[config.mk]
export PLATFORM = sky130hd
export DESIGN_NAME = hazard_unit
export DESIGN_NICKNAME = d
export VERILOG_FILES = /design/src/rtl/hazard_unit.sv
export SDC_FILE = /design/constraint.sdc
export NUM_CORES = 1
export LEC_CHECK = 0
export CAP_MARGIN = 25
export CORE_MARGIN = 2
export CORE_UTILIZATION = 25
export DETAILED_ROUTE_END_ITERATION = 6
export DONT_BUFFER_PORTS = 1
export PLACE_DENSITY_LB_ADDON = 0.05
export SYNTH_ARGS = -nofsm -noshare
export SYNTH_HDL_FRONTEND = slang
export SYNTH_SLANG_ARGS = --single-unit
[constraint.sdc]
create_clock -name clk -period 1.6 [get_ports clk]
set_clock_uncertainty 0.2 [all_clocks]
set_input_delay 0.24 -clock clk [delete_from_list [all_inputs] [get_ports clk]]
set_output_delay 0.24 -clock clk [all_outputs]
set_load 0.01 [all_outputs]
[src/rtl/hazard_unit.sv]
// Hazard responder for the 5-stage ARM pipeline: operand forwarding, load-use and PC-write stalls/flushes,
// and the data-memory wait FSM with sticky timeout. Optional perf counters are built when HAZARD_PERF_EN is defined.
module hazard_unit #(
  parameter int MEM_TIMEOUT = 16
`ifdef HAZARD_PERF_EN
  ,
  parameter int CNT_W       = 32
`endif
) (
  input  logic             clk,
  input  logic             reset,
  input  logic [3:0]       RA1D,
  input  logic [3:0]       RA2D,
  input  logic [3:0]       RA1E,
  input  logic [3:0]       RA2E,
  input  logic [3:0]       WA3E,
  input  logic [3:0]       WA3M,
  input  logic [3:0]       WA3W,
  input  logic             RegWriteM,
  input  logic             RegWriteW,
  input  logic             MemtoRegE,
  input  logic             PCSrcD,
  input  logic             PCSrcE,
  input  logic             PCSrcM,
  input  logic             PCSrcW,
  input  logic             BranchTakenE,
  input  logic             MemReqM,
  input  logic             MemReadyM,
  output logic [1:0]       ForwardAE,
  output logic [1:0]       ForwardBE,
  output logic             StallF,
  output logic             StallD,
  output logic             StallE,
  output logic             StallM,
  output logic             FlushD,
  output logic             FlushE,
  output logic             FlushW,
  output logic             MemTimeout
`ifdef HAZARD_PERF_EN
  ,
  output logic [CNT_W-1:0] StallCnt,
  output logic [CNT_W-1:0] FlushCnt
`endif
);

  typedef enum logic [1:0] {
    ST_IDLE = 2'd0,
    ST_WAIT = 2'd1,
    ST_ERR  = 2'd2
  } state_t;

  localparam logic [7:0] CNT_LAST = 8'(MEM_TIMEOUT - 1);

  state_t     state_q, state_d;
  logic [7:0] cnt_q, cnt_d;
  logic       timeout_q, timeout_d;

  logic       mem_miss;
  logic       mem_stall;
  logic       ld_stall;
  logic       pc_wr_pend;

  // R15 reads come from the PC path, never from a forwarded result.
  function automatic logic [1:0] fwd_sel(
    input logic [3:0] ra,
    input logic       we_m,
    input logic [3:0] wa_m,
    input logic       we_w,
    input logic [3:0] wa_w
  );
    logic [1:0] sel;
    sel = 2'b00;
    if (ra != 4'd15) begin
      if (we_m && (wa_m == ra))      sel = 2'b10;
      else if (we_w && (wa_w == ra)) sel = 2'b01;
    end
    return sel;
  endfunction

  assign mem_miss   = MemReqM & ~MemReadyM;
  assign ld_stall   = MemtoRegE & ((WA3E == RA1D) | (WA3E == RA2D)) & ~BranchTakenE;
  assign pc_wr_pend = PCSrcD | PCSrcE | PCSrcM;
  // A ready (or dropped request) in WAIT releases the pipe in that same cycle.
  assign mem_stall  = (state_q == ST_ERR) | mem_miss;

  always_comb begin
    state_d   = state_q;
    cnt_d     = cnt_q;
    timeout_d = timeout_q;
    unique case (state_q)
      ST_IDLE: begin
        if (mem_miss) begin
          state_d = ST_WAIT;
          cnt_d   = 8'd1;
        end
      end
      ST_WAIT: begin
        if (!mem_miss) begin
          state_d = ST_IDLE;
          cnt_d   = 8'd0;
        end else if (cnt_q == CNT_LAST) begin
          state_d   = ST_ERR;
          timeout_d = 1'b1;
        end else begin
          cnt_d = cnt_q + 8'd1;
        end
      end
      ST_ERR: begin
        state_d = ST_ERR;
      end
      default: begin
        state_d = ST_IDLE;
        cnt_d   = 8'd0;
      end
    endcase
  end

  always_ff @(posedge clk or negedge reset) begin
    if (!reset) begin
      state_q   <= ST_IDLE;
      cnt_q     <= 8'd0;
      timeout_q <= 1'b0;
    end else begin
      state_q   <= state_d;
      cnt_q     <= cnt_d;
      timeout_q <= timeout_d;
    end
  end

  assign MemTimeout = timeout_q;

  always_comb begin
    ForwardAE = 2'b00;
    ForwardBE = 2'b00;
    StallF    = 1'b0;
    StallD    = 1'b0;
    StallE    = 1'b0;
    StallM    = 1'b0;
    FlushD    = 1'b1;
    FlushE    = 1'b1;
    FlushW    = 1'b1;
    if (reset) begin
      ForwardAE = fwd_sel(RA1E, RegWriteM, WA3M, RegWriteW, WA3W);
      ForwardBE = fwd_sel(RA2E, RegWriteM, WA3M, RegWriteW, WA3W);
      if (mem_stall) begin
        StallF = 1'b1;
        StallD = 1'b1;
        StallE = 1'b1;
        StallM = 1'b1;
        FlushD = 1'b0;
        FlushE = 1'b0;
        FlushW = 1'b1;
      end else begin
        FlushD = pc_wr_pend | PCSrcW | BranchTakenE;
        FlushE = ld_stall | BranchTakenE;
        FlushW = 1'b0;
        StallF = ld_stall | pc_wr_pend;
        StallD = ld_stall & ~FlushD;
        StallE = 1'b0;
        StallM = 1'b0;
      end
    end
  end

`ifdef HAZARD_PERF_EN
  logic [CNT_W-1:0] stall_cnt_q, stall_cnt_d;
  logic [CNT_W-1:0] flush_cnt_q, flush_cnt_d;

  always_comb begin
    stall_cnt_d = stall_cnt_q;
    flush_cnt_d = flush_cnt_q;
    if ((StallF | StallD | StallE | StallM) && !(&stall_cnt_q))
      stall_cnt_d = stall_cnt_q + CNT_W'(1);
    if ((FlushD | FlushE) && !(&flush_cnt_q))
      flush_cnt_d = flush_cnt_q + CNT_W'(1);
  end

  always_ff @(posedge clk or negedge reset) begin
    if (!reset) begin
      stall_cnt_q <= '0;
      flush_cnt_q <= '0;
    end else begin
      stall_cnt_q <= stall_cnt_d;
      flush_cnt_q <= flush_cnt_d;
    end
  end

  assign StallCnt = stall_cnt_q;
  assign FlushCnt = flush_cnt_q;
`endif

endmodule

==> flow_metrics.py <==
metrics = {
    "global_routing": {
        "grt_max_degree": 12,
        "antenna_found_initial": 0,
        "grt_pass1_vias": 926,
        "grt_pass1_wl_mm": 4.305,
        "grt.total_usage_pct": 12.92,
        "grt_overflow": 0,
    },
    "placed_design": {
        "dp_cells": 184,
        "dp_hpwl_mm": 2.152,
        "placed_cell_area_mm2": 0.001175,
        "place_ws_ns": -0.04465,
        "gp_congestion": 0.6982,
        "port_buffers": 0,
    },
    "timing": {
        "tightest_slew_ns": 0.6356,
        "fmax_ghz": 0.5975,
        "final.period_utilization_pct": 104.6,
        "finalHoldViolCount": 0,
        "relSlewSlack_pct": 57.07,
        "rsz0062_at_grt": "true",
        "fin_ws_ns": -0.07366,
        "min_period_ns": 1.674,
        "slew_viol_final": 0,
        "finalSetupViolations": 7,
    },
    "worst_hold_path": {
        "min_to": "state_q[0]$_DFFE_PN0P_",
        "min_path_cells": 2,
        "hp-class": "primary input to flop",
        "hold_start": "MemReqM",
    },
    "route": {
        "dr_wl_met2_mm": 1.271,
        "wl_per_cell_um": 14.49,
        "firstDrtPassIters": 4,
        "drc": 0,
        "num_vias": 975,
        "drtIter0Drc": 24,
        "wl_met1_mm": 1.269,
        "vias_per_cell": 5.052,
        "wl_met3_um": 210,
        "top_layer": "met4",
        "ant_nets": 0,
        "postRouteWirelength_mm": 2.796,
    },
    "power": {
        "cellLeakagePower_uw": 0.0005517,
        "power_frac_clock_pct": 41.1,
        "power-per-cell-area_mw_per_mm2": 488.6,
        "pwr-share-seq_pct": 41.1,
        "combPwrFrac_pct": 17.8,
        "switchingPower_uw": 163.5,
        "internal-power_uw": 524.2,
        "p_sw_share_pct": 23.78,
        "ir_worst_vdd_uv": 216.4,
    },
    "yosys": {
        "synth_area_mm2": 0.001003,
        "ys_types": 38,
        "syn_inst": 121,
        "syn_nets": 162,
        "ys.warnings.count": 0,
        "synth_ff_type": "dfrtp_1",
        "synth_edf_count": 0,
        "ys_ff_latch": 11,
        "syn_area_per_cell_um2": 8.293,
        "ys_seq_area_share_pct": 27.43,
        "synthArstFlopShare_pct": 100.0,
    },
    "floorplanning": {
        "dieArea_mm2": 0.004537,
        "die_w_um": 67.36,
        "die_h_um": 67.36,
        "start_util_pct": 25.45,
        "ioPinCount": 52,
        "rows": 23,
        "core_area_mm2": 0.003943,
    },
    "clock_tree": {
        "clk_pin_slew_ns": 0.05,
        "root_buffer": "clkbuf_8",
        "clk_path_buf_depth": 2,
        "cts_buffers": 3,
        "cts_tree": "done",
        "clk_latency_ns": 0.24,
        "cts.htree.levels": 1,
        "cts.sinks": 11,
    },
    "worst_setup_path": {
        "cp.required_ns": 1.16,
        "start_kind": "flop",
        "critical_path.max_fanout": 3,
        "endpoint_kind": "output port",
        "cp.arrival_ns": 1.23,
        "rrSetupSlack_ns": -0.03,
        "r2r_cells": 4,
        "r2r-end": "cnt_q[1]$_DFFE_PN0P_",
        "crit_type": "flop to output port",
        "reg2reg_from": "cnt_q[5]$_DFFE_PN0P_",
    },
    "cells_and_area": {
        "diodes": 0,
        "stdcell_count": 193,
        "fillers": 407,
        "layout-drive-gt1-share_pct": 30.77,
        "final_area_mm2": 0.001408,
        "layout.nets": 185,
        "area_growth_pct": 40.27,
    },
    "outcome": {
        "status": "complete, but fails checks",
        "violations": "setup timing",
    },
    "flow_run": {
        "maxCapViolations": 0,
    },
}
synthesized netlist by cell type, types with 3 or more instances:
cell type	instances	area, µm²
xnor2_1	14	122.6
nand2_1	13	48.80
dfrtp_1	11	275.3
xor2_1	10	87.58
nor2_1	7	26.28
nor3_1	6	30.03
inv_1	5	18.77
nand3_1	4	20.02
nand4_1	4	25.02
o21ai_0	4	20.02
o22ai_1	4	25.02
nor4_1	3	18.77
through the flow:
stage,hold slack (ns),TNS [ns],util (%),power [µW]
floorplan,-0.2556,-0.01304,-,372.9
global placement,-0.2551,-0.01813,29.80,387.0
detailed placement,-0.2551,-0.1209,29.80,388.1
CTS,0.009834,-0.3495,34.43,700.2
global route,0.01230,-0.7970,35.70,734.0
finish,0.01921,-0.2434,35.70,687.7
metal layers:
metal	vias to the layer above	track usage, %
li1	483	-
met1	455	16.58
met2	32	20.42
met3	5	2.667
met4	0	6.633
met5	-	0
sequential cells by signal (all words and copies together), names as in the netlist:
register and cells:
MemTimeout 1, cnt_q 8, state_q 2
layout make-up:
class / instances / area (µm²) / area share, %
clock buffer: 4 / 45.04 / 3.200
inverter: 5 / 18.77 / 1.333
multi-input combinational: 102 / 837.1 / 59.47
sequential: 11 / 276.5 / 19.64
tap: 50 / 62.56 / 4.444
timing repair buffer: 21 / 167.7 / 11.91
power groups by stage:
| stage | Combinational (µW) | Sequential [µW] | Clock [µW] |
|---|---|---|---|
| after global routing | 136 | 283 | 315 |
| after detailed placement | 101 | 287 | 0 |
| final | 123 | 283 | 282 |
| after CTS | 119 | 283 | 298 |
| after floorplan | 84.2 | 289 | 0 |
| after global placement | 99.5 | 288 | 0 |
worst max path at each step:
stage,startpoint,to,slack (ns),cells past startpoint
floorplan,state_q[0]$_DFFE_PN0P_,FlushE,-0.01,4
global placement,PCSrcE,StallD,-0.01,4
detailed placement,cnt_q[1]$_DFFE_PN0P_,cnt_q[1]$_DFFE_PN0P_,-0.04,5
CTS,state_q[1]$_DFFE_PN0P_,FlushE,-0.09,4
global route,state_q[1]$_DFFE_PN0P_,StallF,-0.14,5
finish,state_q[1]$_DFFE_PN0P_,StallF,-0.07,5
what timing repair did:
item	CTS	global route
setup endpoints to repair	11	16
hold buffers	1	0
gates cloned	0	0
buffers inserted	3	1
pin swaps	4	3
gates resized for setup	20	8
endpoints found under the hold margin	11	0
kinds of logic after synthesis:
logic type / count (synthesis) / share of synthesized area (%)
AOI/OAI and AO/OA: 24 / 16.83
xor gates and xnor gates: 24 / 20.95
adders and majority gates: 1 / 1.247
buffers and inverters: 8 / 3.740
DFF: 11 / 27.43
muxes: 1 / 0.9975
and+or+nand+nor: 52 / 28.80
worst max-delay path, stage by stage, from the launching register on:
cell       delay (ns)
dfrtp_1          0.39
inv_2            0.08
a2bb2oi_4        0.18
buf_6            0.15
nand2_4          0.05
o2bb2ai_4        0.13
layout by cell type, fill, tap and decap left out, types with 2 or more instances in the layout:
cell type / synthesis / routed
o22ai_1: 4 / 4
xnor2_1: 14 / 14
o2111ai_1: 2 / 2
nand2_4: 0 / 2
a31oi_1: 2 / 2
nor3_2: 0 / 2
or3_4: 1 / 2
o21ai_0: 4 / 3
inv_1: 5 / 4
buf_4: 2 / 18
nor2_1: 7 / 7
nand4_1: 4 / 4
nand2b_1: 2 / 2
and3_1: 2 / 2
nor4_1: 3 / 3
buf_6: 0 / 2
xor2_1: 10 / 10
nand2_1: 13 / 11
clkbuf_8: 0 / 3
nand3_1: 4 / 3
nor3_1: 6 / 4
dfrtp_1: 11 / 10
(Power assumes the default switching activity.)
